<file path="src/rtl/sid_note_scheduler.sv">
// Timed note-event scheduler for one SID voice: queues {frequency, waveform, duration}
// events and plays them back-to-back with a gate-off release gap between notes.
module sid_note_scheduler #(
  parameter int DEPTH     = 4,
  parameter int TICK_DIV  = 50000,
  parameter int GAP_TICKS = 1
) (
  input  logic                     clk,
  input  logic                     rst_n,
  input  logic                     enable,
  input  logic                     push,
  input  logic [15:0]              push_freq,
  input  logic [7:0]               push_wave,
  input  logic [7:0]               push_dur,
  input  logic                     flush,
  output logic                     full,
  output logic                     empty,
  output logic [$clog2(DEPTH):0]   count,
  output logic [15:0]              frequency,
  output logic [7:0]               waveform,
  output logic                     busy,
  output logic                     note_done
);

  localparam int AW = $clog2(DEPTH);
  localparam int CW = AW + 1;
  localparam int PW = (TICK_DIV > 2) ? $clog2(TICK_DIV) : 1;
  localparam int GW = $clog2(GAP_TICKS + 1);

  localparam logic [AW-1:0] PTR_ONE  = 1;
  localparam logic [CW-1:0] CNT_ONE  = 1;
  localparam logic [CW-1:0] CNT_FULL = CW'(DEPTH);
  localparam logic [PW-1:0] PRE_ONE  = 1;
  localparam logic [PW-1:0] PRE_LAST = PW'(TICK_DIV - 1);
  localparam logic [GW-1:0] GAP_ONE  = 1;
  localparam logic [GW-1:0] GAP_LAST = GW'(GAP_TICKS - 1);

  typedef enum logic [1:0] {IDLE, LOAD, PLAY, GAP} state_t;

  state_t         state;
  logic [15:0]    q_freq [DEPTH];
  logic [6:0]     q_wave [DEPTH];
  logic [7:0]     q_dur  [DEPTH];
  logic [AW-1:0]  wr_ptr, rd_ptr;
  logic [CW-1:0]  cnt;
  logic [PW-1:0]  presc;
  logic [GW-1:0]  gap_cnt;
  logic [7:0]     remaining;
  logic           flush_pend;
  logic           pop, push_ok, tick;

  assign pop     = (state == LOAD);
  assign push_ok = push && (!full || pop) && !flush;
  assign tick    = (presc == PRE_LAST);
  assign full    = (cnt == CNT_FULL);
  assign empty   = (cnt == '0);
  assign count   = cnt;
  assign busy    = (state != IDLE);

  // NOTE: queue storage has no reset; entries are only read once count says they are valid.
  always_ff @(posedge clk) begin
    if (push_ok) begin
      q_freq[wr_ptr] <= push_freq;
      q_wave[wr_ptr] <= push_wave[7:1];
      q_dur[wr_ptr]  <= push_dur;
    end
  end

  always_ff @(posedge clk or negedge rst_n) begin
    if (!rst_n) begin
      wr_ptr <= '0;
      rd_ptr <= '0;
      cnt    <= '0;
    end else if (flush) begin
      wr_ptr <= '0;
      rd_ptr <= '0;
      cnt    <= '0;
    end else begin
      if (push_ok) wr_ptr <= wr_ptr + PTR_ONE;
      if (pop)     rd_ptr <= rd_ptr + PTR_ONE;
      case ({push_ok, pop})
        2'b10:   cnt <= cnt + CNT_ONE;
        2'b01:   cnt <= cnt - CNT_ONE;
        default: cnt <= cnt;
      endcase
    end
  end

  // NOTE: all state and outputs below use non-blocking assignments so every
  // branch sees the pre-edge values of state, presc and remaining.
  always_ff @(posedge clk or negedge rst_n) begin
    if (!rst_n) begin
      state      <= IDLE;
      presc      <= '0;
      gap_cnt    <= '0;
      remaining  <= '0;
      frequency  <= '0;
      waveform   <= '0;
      note_done  <= 1'b0;
      flush_pend <= 1'b0;
    end else begin
      note_done <= 1'b0;
      presc     <= tick ? '0 : presc + PRE_ONE;
      case (state)
        IDLE: begin
          waveform[0] <= 1'b0;
          if (enable && !empty && !flush) state <= LOAD;
        end
        LOAD: begin
          frequency <= q_freq[rd_ptr];
          waveform  <= {q_wave[rd_ptr], 1'b1};
          remaining <= q_dur[rd_ptr];
          presc     <= '0;
          state     <= PLAY;
        end
        PLAY: begin
          if (flush) begin
            // Aborted note: release immediately, no completion pulse.
            waveform[0] <= 1'b0;
            presc       <= '0;
            gap_cnt     <= '0;
            flush_pend  <= 1'b1;
            state       <= GAP;
          end else if (tick) begin
            remaining <= remaining - 8'd1;
            if (remaining == 8'd1) begin
              waveform[0] <= 1'b0;
              presc       <= '0;
              gap_cnt     <= '0;
              note_done   <= 1'b1;
              state       <= GAP;
            end
          end
        end
        GAP: begin
          if (flush) flush_pend <= 1'b1;
          if (tick) begin
            if (gap_cnt == GAP_LAST) begin
              gap_cnt    <= '0;
              flush_pend <= 1'b0;
              if (enable && !empty && !flush && !flush_pend) state <= LOAD;
              else                                           state <= IDLE;
            end else begin
              gap_cnt <= gap_cnt + GAP_ONE;
            end
          end
        end
        default: state <= IDLE;
      endcase
    end
  end

endmodule

</file>
<file path="config.mk">
export PLATFORM = sky130hd
export DESIGN_NAME = sid_note_scheduler
export DESIGN_NICKNAME = d
export VERILOG_FILES = /design/src/rtl/sid_note_scheduler.sv
export SDC_FILE = /design/constraint.sdc
export NUM_CORES = 1
export LEC_CHECK = 0
export ABC_CLOCK_PERIOD_IN_PS = 4400
export CAP_MARGIN = 20
export CELL_PAD_IN_SITES_DETAIL_PLACEMENT = 0
export CELL_PAD_IN_SITES_GLOBAL_PLACEMENT = 1
export CORE_MARGIN = 2
export CORE_UTILIZATION = 35
export CTS_CLUSTER_SIZE = 8
export DETAILED_ROUTE_END_ITERATION = 16
export MAX_ROUTING_LAYER = met4
export PLACE_DENSITY_LB_ADDON = 0.2
export SKIP_LAST_GASP = 1
export SLEW_MARGIN = 15
export SYNTH_ARGS = -nofsm -noshare
export SYNTH_HDL_FRONTEND = slang
export SYNTH_SLANG_ARGS = --single-unit
</file>
<file path="constraint.sdc">
create_clock -name clk -period 4.4 [get_ports clk]
set_input_delay 0.66 -clock clk [delete_from_list [all_inputs] [get_ports clk]]
set_output_delay 0.66 -clock clk [all_outputs]
set_load 0.05 [all_outputs]
</file>
=== Word level (Yosys, flattened, before mapping) ===
Memory sizes are Yosys's and may differ from the RTL's. A register that Yosys moved wholly into a read port is not among the register bits.
Index checks and enable logic that the tools add are counted.

* $add $sub $neg: 7
* Eq/ne operators: 15
* Multiplexer cells: 39
* Reduce and logical (&&, ||, !) cells: 25

{| class="wikitable"
|+ Operators with widths
! cell !! count
|-
| 2-to-1 mux 16 bit || 4
|-
| case mux 16 bit (2 select lines) || 1
|-
| 2-to-1 mux 2 bit || 10
|-
| adder 16 x 1 -> 16 bit (second input constant) || 1
|-
| == test 16 bit (second input constant) || 1
|-
| 2-to-1 mux 8 bit || 2
|-
| case mux 8 bit (2 select lines) || 1
|-
| 2-to-1 mux 1 bit || 15
|-
| != test 2 bit (second input constant) || 5
|-
| nonzero test 2 bit || 5
|-
| == test 8 x 1 -> 1 bit (second input constant) || 1
|-
| case mux 2 bit (4 select lines) || 1
|-
| subtractor 8 x 1 -> 8 bit (second input constant) || 1
|-
| == test 2 bit (second input constant) || 3
|-
| zero test 1 bit || 6
|-
| != test 3 bit (second input constant) || 2
|-
| case mux 3 bit (2 select lines) || 1
|-
| AND reduction 3 bit || 2
|-
| nonzero test 3 bit || 2
|-
| logical AND 1 bit || 5
|-
| AND reduction 5 bit || 1
|-
| adder 2 x 1 -> 2 bit (second input constant) || 2
|-
| == test 2 x 1 -> 1 bit (second input constant) || 2
|-
| case mux 1 bit (2 select lines) || 2
|-
| 10 further kinds || 10
|}

* Bits in registers: 37
* Bits in writable memories: 124
* Input bits: 37
* Output and inout port bits: 31
* Logic and storage cells: 99
* Memories kept: 3

{| class="wikitable"
|+ Memory list
! memory !! words !! width !! rd ports !! clocked after Yosys merged registers in !! write ports !! RTL line !! source
|-
| q_freq || 4 || 16 || 1 || 1 || 1 || 41 || <nowiki>logic [15:0] q_freq [DEPTH];</nowiki>
|-
| q_dur || 4 || 8 || 1 || 0 || 1 || 43 || <nowiki>logic [7:0] q_dur [DEPTH];</nowiki>
|-
| q_wave || 4 || 7 || 1 || 1 || 1 || 42 || <nowiki>logic [6:0] q_wave [DEPTH];</nowiki>
|}

=== Depth between registers and ports, before layout ===
Gate-level depths: netlist of run 1.

* Depth in word-level cells: 9
* Mapped depth: 11
* Depth with buffers taken out: 11

=== Least setup slack after synthesis of run 1 ===
OpenSTA, ideal clock, no wires.

* Path type: flip-flop to flip-flop
* From: reg cnt[0] (netlist: count[0])
* To: reg state[0]
* Setup time: 0.126 ns
* Arrival: 2.562 ns
* Data required time: 4.274 ns
* Slack: 1.712 ns
* Stages on the path, launching flop included: 5
* Path buffers: 0
* Clock period less this slack: 2.688 ns
* Cells stage by stage: dfrtp_1 > nor3_1 > o21a_1 > nor3b_1 > o32a_1

* Cells in the longest elaborated chain, start to end: 9
* Elaborated cells between the ends (all ways): 11
* Classes of those cells: 1 x eq/ne; 4 x mux; 6 x reduce/logical

{| class="wikitable"
|+ RTL lines
! element !! RTL line !! source
|-
| from (decl) || 45 || <nowiki>logic [CW-1:0] cnt;</nowiki>
|-
| from (signal assigned) || 82 || <nowiki>2'b10: cnt <= cnt + CNT_ONE;</nowiki>
|-
| from (signal assigned) || 83 || <nowiki>2'b01: cnt <= cnt - CNT_ONE;</nowiki>
|-
| from (signal assigned) || 84 || <nowiki>default: cnt <= cnt;</nowiki>
|-
| zero test 3 bit (*) || 56 || <nowiki>assign empty = (cnt == '0);</nowiki>
|-
| net empty || 17 || <nowiki>output logic empty,</nowiki>
|-
| zero test 1 bit (*) || 107, 141 ||
|-
| logical AND 1 bit (*) (2 in series) || 107, 141 ||
|-
| logical AND 1 bit || 141 || <nowiki>if (enable && !empty && !flush && !flush_pend) state <= LOAD;</nowiki>
|-
| 2-to-1 mux 1 bit || 141 ||
|-
| 2-to-1 mux 2 bit || 138 || <nowiki>if (gap_cnt == GAP_LAST) begin</nowiki>
|-
| 2-to-1 mux 2 bit || 137 || <nowiki>if (tick) begin</nowiki>
|-
| case mux 2 bit (4 select lines) || 104 || <nowiki>case (state)</nowiki>
|-
| to (signal assigned) || 107 || <nowiki>if (enable && !empty && !flush) state <= LOAD;</nowiki>
|-
| to (signal assigned) || 141 ||
|-
| to (signal assigned) || 142 || <nowiki>else state <= IDLE;</nowiki>
|-
| to (decl) || 40 || <nowiki>state_t state;</nowiki>
|}

The timed path passes the listed nets; every way through them passes the cells marked *. The select of a mux whose other input is x is not followed.
A chain may end at the register's enable or synchronous reset.

=== Final worst setup path of run 1 ===
* From: reg state[1]
* To: reg cnt[2] (netlist: count[2])

* Cells in the longest elaborated chain, start to end: 7
* Elaborated cells between the ends (all ways): 9
* Classes of those cells: 3 x eq/ne; 2 x mux; 4 x reduce/logical

{| class="wikitable"
|+ RTL lines
! element !! RTL line !! source
|-
| from (signal assigned) || 93 || <nowiki>state <= IDLE;</nowiki>
|-
| from (signal assigned) || 107 ||
|-
| from (signal assigned) || 114 || <nowiki>state <= PLAY;</nowiki>
|-
| == test 2 x 1 -> 1 bit (*) || 52 || <nowiki>assign pop = (state == LOAD);</nowiki>
|-
| net pop || 50 || <nowiki>logic pop, push_ok, tick;</nowiki>
|-
| logical OR 1 bit || 53 || <nowiki>assign push_ok = push && (!full || pop) && !flush;</nowiki>
|-
| logical AND 1 bit (2 in series) || 53 ||
|-
| == test 2 x 1 -> 1 bit / == test 2 bit (equally long branches) || 81 || <nowiki>case ({push_ok, pop})</nowiki>
|-
| case mux 3 bit (2 select lines) || 81 ||
|-
| 2-to-1 mux 3 bit || 74 || <nowiki>end else if (flush) begin</nowiki>
|}

The timed path passes the listed nets; every way through them passes the cells marked *.

==> results.json, run 1 <==
{
  "diodes": 0,
  "hold_class": "input port to async pin",
  "drt_iter0_drc": 261,
  "die-area_um2": 22500,
  "async_reset_ff_share_pct": 32.2,
  "grt_use_total_pct": 14.2,
  "cp_max_fo": 6,
  "syn_area_um2": 7470,
  "syn_inst": 436,
  "area_growth_syn_to_layout_pct": 21.4,
  "die_h_um": 150,
  "grt_pass1_wl_um": 23200,
  "setup_viol": 0,
  "finalSetupTns_ps": 0,
  "critPathSlowestCell": "or4b_2",
  "synth_edf_count": 124,
  "insertion_delay_ps": 440,
  "rsz0062_at_grt": "false",
  "postCtsSetupRepairBufs": 0,
  "hold_violations": 0,
  "cts_hold_buf": 0,
  "vdd_drop_max_uv": 344,
  "yosysWarnings": 0,
  "io_buffers": 66,
  "row_count": 53,
  "synth_top_area_cell": "edfxtp_1",
  "cts_root_buf": "clkbuf_16",
  "grt_max_degree": 35,
  "totalWireLength_um": 14300,
  "vias": 3975,
  "max_slew_margin_pct": 39.2,
  "power_density_nw_per_um2": 649,
  "grt_pass1_vias": 4159,
  "layoutNonFillerInstCount": 799,
  "max_stage_delay_ps": 680,
  "synth.area.top_cells": "edfxtp_1 (50%), dfrtp_1 (20%), mux4_2 (9.3%), mux2_2 (3.6%), ha_1 (2.0%)",
  "finalPower_mw": 5.88,
  "clk_path_buf_depth": 2,
  "synth_top_area_share_pct": 49.8,
  "post-dp-hpwl_um": 8590,
  "startpoint_type": "flop",
  "yosys_most_used_dff": "edfxtp_1",
  "antenna_found_initial": 0,
  "min_period_ps": 2880,
  "cp-end-kind": "flop",
  "placed_cells": 767,
  "avgSynthCellArea_um2": 17.1,
  "fin_crit_sh_pct": 65.4,
  "leakage_nw": 3.14,
  "cts.repair.resized": 0,
  "max_clock_freq_mhz": 347,
  "fin_skew_ps": 14.2,
  "hold-worst-slack_ps": 354,
  "core_area_um2": 21000,
  "dr.pass1.iters": 4,
  "vias_per_cell": 4.97,
  "htreeDepth": 4,
  "clk_pin_slew_ps": 80,
  "place_area_um2": 8440,
  "wl_per_cell_um": 17.9,
  "floorplan.initialDensity_pct": 35.6,
  "crit_type": "flop to flop",
  "status": "completed",
  "seq_area_frac_synth_pct": 69.6,
  "fp.dieW_um": 150,
  "fin_nets": 561,
  "cp.arrival_ps": 3200,
  "final_util_pct": 43.3,
  "drive_gt1_share_pct": 21.0,
  "drcViolationCount": 0,
  "cts.sinks": 183,
  "ys_ff_latch": 183,
  "yosys.cell_types.count": 56,
  "ant_nets": 0,
  "drv_cap": 0,
  "required_ps": 4720,
  "design_area_um2": 9070,
  "max_slew.worst_pin.slew_ps": 912,
  "routabilityCongestion": 0.739,
  "io_pins": 68,
  "worst_slack_ps": 1520,
  "numCtsBuffers": 17,
  "post-place-ws_ps": 1520,
  "overflow": 0,
  "cts_tree": "done",
  "drv_slew": 0,
  "crit_chain": "inv_1 > ha_2 > or4b_2 > nand2_1 > nor2_1 > nor2b_1 > fa_1 > nor2b_1 > a31oi_1 > xnor2_1 > nor2_1",
  "synth_fp_nets": 486
}
-- power breakdown --
part / leakage, nW / switching, mW / internal (mW)
registers: 1.86 / 0.207 / 2.12
clock network: 0.299 / 0.760 / 0.780
logic: 0.975 / 1.17 / 0.853
total: 3.14 / 2.14 / 3.75
-- cells in the mapped netlist, types with 3 or more instances --
cell      count
edfxtp_1    124
dfrtp_1      59
mux4_2       31
nor2_1       26
mux2_2       24
nand2_1      16
inv_1        13
xnor2_1      13
ha_1         12
a21oi_1       8
clkbuf_1      8
nand3_1       8
nor3_1        8
mux2i_1       5
nor2b_1       5
and2_1        4
nand2b_1      4
nor4_1        4
o21ai_0       4
xor2_1        4
and3_1        3
buf_2         3
o22ai_1       3
or3_1         3
-- per-layer routing --
metal  vias to the layer above  share of wire (%)  global-route usage, %
met3                        14                3.4                   3.27
met5                         -                  0                      -
met4                         0                1.5                   5.09
met2                        69                 49                   22.1
met1                      2053                 46                   18.5
li1                       1839                  -                      -
-- kinds of logic after synthesis --
logic type / synth area share (%)
and+or+nand+nor: 7.52
adders and majority gates: 2.28
muxes: 13.6
xor gates and xnor gates: 1.99
AOI/OAI and AO/OA: 3.35
buffers and inverters: 1.61
DFF: 69.6
-- state kept, by name, summed over array words and instances (netlist names) --
| register | flops |
|---|---|
| q_freq | 64 |
| q_dur | 32 |
| q_wave | 28 |
| frequency | 16 |
| presc | 16 |
| remaining | 8 |
| waveform | 8 |
| count | 3 |
| rd_ptr | 2 |
| state | 2 |
| wr_ptr | 2 |
| flush_pend | 1 |
| note_done | 1 |
-- critical path, delay by kind of cell (launching register included) --
kind | cells | cell delay (ps)
simple gates | 6 | 1530
buf+inv | 1 | 100
fa+ha+maj | 2 | 430
compound gates | 1 | 100
xor+xnor | 1 | 150
flops | 1 | 450
-- area by class of cell --
type | count | area (um^2)
tap | 275 | 344
inverter | 13 | 48.8
clock inverter | 15 | 201
clock buffer | 17 | 425
timing repair buffer | 71 | 693
multi-input combinational | 225 | 2160
sequential | 183 | 5200
fill | 1903 | 11900
-- cell usage in the layout, fill, tap and decap left out, types with 5 or more instances in the layout --
master	count
mux2i_1	5
nor2_1	26
nand3_1	8
mux2_2	24
ha_1	11
clkdlybuf4s50_1	65
mux4_2	31
nand2_1	16
nor2b_1	5
xnor2_1	13
nor3_1	8
clkbuf_16	17
inv_1	13
a21oi_1	8
edfxtp_1	124
buf_4	5
dfrtp_1	58
clkinv_8	8
-- final timing paths --
path | start | endpoint | slack (ps) | cells past startpoint
max | state[1] | count[2] | 1520 | 11
min in group clk | presc[0] | presc[0] | 460 | 1
min reg2reg | presc[0] | presc[0] | 460 | 1
min | rst_n | waveform[4] | 350 | 1
max in group asynchronous | rst_n | rd_ptr[0] | 3110 | 2
max reg2reg | state[1] | count[2] | 1520 | 11
Note: power is estimated with default switching activity, not from simulation.
==> inputs of run 2 (changes only) <==
Settings changed: ABC_CLOCK_PERIOD_IN_PS 4400 to 2970.
Clock period 4.4 ns to 2.97 ns, I/O delays scaled along.
==> run 2 against run 1 <==
Effect of this change: die area unchanged; wire length up 2.7%; global-route usage up 0.29 points; final cell count up 0.75%; total power up 47%; first-iteration DRC count down 19%; non-clock buffer count up 6; critical path depth down 9; critical endpoint is now empty; largest power group unchanged.
==> results.json, run 2 (same netlist as run 1, synthesis figures left out) <==
{
  "cp_max_fo": 7,
  "numCtsBuffers": 17,
  "fin_nets": 567,
  "dr.pass1.iters": 4,
  "row_count": 53,
  "grt_use_total_pct": 14.5,
  "cts_tree": "done",
  "cp_num_buf_inv": 1,
  "cp-end-kind": "output port",
  "core_area_um2": 21000,
  "cp_top_family": "buffers and inverters",
  "grt_max_degree": 32,
  "vias_per_cell": 5.00,
  "reg2reg_from": "state[1]",
  "drcViolationCount": 0,
  "drt_iter0_drc": 211,
  "clk_pin_slew_ps": 70,
  "overflow": 0,
  "min-delay-start": "presc[0]",
  "cts.repair.resized": 0,
  "rsz0062_at_grt": "false",
  "grt_pass1_vias": 4384,
  "vias": 4022,
  "reg.largest.list": "q_freq (64), q_dur (32), q_wave (28)",
  "crit_type": "flop to output port",
  "max_stage_delay_ps": 870,
  "crit_path_start": "count[0]",
  "cp.arrival_ps": 2110,
  "htreeDepth": 4,
  "layout_common_cells": "edfxtp_1 (124), clkdlybuf4s50_1 (65), dfrtp_1 (58)",
  "drive_gt1_share_pct": 21.1,
  "final_util_pct": 43.2,
  "hold_violations": 0,
  "critPathSlowestCell": "clkdlybuf4s50_1",
  "clk_path_buf_depth": 2,
  "cts.sinks": 183,
  "insertion_delay_ps": 430,
  "cts_root_buf": "clkbuf_16",
  "io_buffers": 66,
  "antenna_found_initial": 0,
  "fp.dieW_um": 150,
  "max_clock_freq_mhz": 391,
  "fin_crit_sh_pct": 86.2,
  "max_slew.worst_pin.slew_ps": 907,
  "max_slew_margin_pct": 39.5,
  "vdd_drop_max_uv": 528,
  "post-dp-hpwl_um": 8990,
  "routabilityCongestion": 0.744,
  "io_pins": 68,
  "totalWireLength_um": 14700,
  "finalSetupTns_ps": 0,
  "diodes": 0,
  "min_period_ps": 2560,
  "drv_slew": 0,
  "die-area_um2": 22500,
  "r2r_slack_ps": 440,
  "largest_reg_flops": 64,
  "hold_class": "flop to flop",
  "required_ps": 2520,
  "status": "completed",
  "leakage_nw": 3.14,
  "wl_per_cell_um": 18.3,
  "mostFrequentLayoutCell": "edfxtp_1",
  "floorplan.initialDensity_pct": 35.6,
  "ant_nets": 0,
  "startpoint_type": "flop",
  "power_density_nw_per_um2": 953,
  "fin_skew_ps": 12.7,
  "grt_pass1_wl_um": 23800,
  "area_growth_syn_to_layout_pct": 21.2,
  "drv_cap": 0,
  "crit_chain": "nor3_1 > clkdlybuf4s50_1",
  "setup_viol": 0,
  "die_h_um": 150,
  "top_register": "q_freq",
  "hold-worst-slack_ps": 460
}
[run 2: cell types whose count changed in the layout (fill, tap and decap cells not counted), moves of 2 or more]
cell,change
clkinv_4,+3
buf_4,+5
inv_8,+2
clkinv_1,+3
clkinv_8,-7
[run 2: stage by stage]
step	power [mW]	instance area (um^2)	cells	setup WS, ps
after floorplan	5.62	7470	436	282
after global placement	6.52	8480	772	363
after detailed placement	6.58	8480	772	352
after CTS	8.76	9050	805	370
after global routing	9.11	9050	805	187
final	8.62	9050	805	411
[run 2: final timing paths]
check	end	cells past startpoint
hold / removal	presc[0]	1
max in group asynchronous	frequency[0]	3
setup reg to reg	count[2]	11
hold reg to reg	presc[0]	1
setup / recovery	empty	2
min in group asynchronous	note_done	2
[run 2: final cells by class]
| class | count | area (um^2) |
|---|---|---|
| clock buffers | 17 | 425 |
| clock inverters | 15 | 135 |
| fillers | 1916 | 11900 |
| inverters | 13 | 48.8 |
| multi-input cells | 225 | 2160 |
| flip-flops and latches | 183 | 5200 |
| well taps | 275 | 344 |
| repair buffers | 77 | 741 |
[run 2: what timing repair did]
| action | in CTS | in global routing |
|---|---|---|
| buffers inserted | 0 | 0 |
| hold buffers | 1 | 0 |
| endpoints found under the hold margin | 4 | 0 |
[run 2: where the power goes]
part	internal, mW	switching [mW]
registers	3.14	0.242
clock network	1.11	1.05
logic	1.29	1.80
[run 2: metal layers]
metal	GRT usage (%)	part of all wire (%)	vias up
met5	-	0	-
met4	4.20	1.2	0
met3	3.88	3.8	13
met2	23.7	50	74
met1	17.9	45	2092
li1	-	-	1843
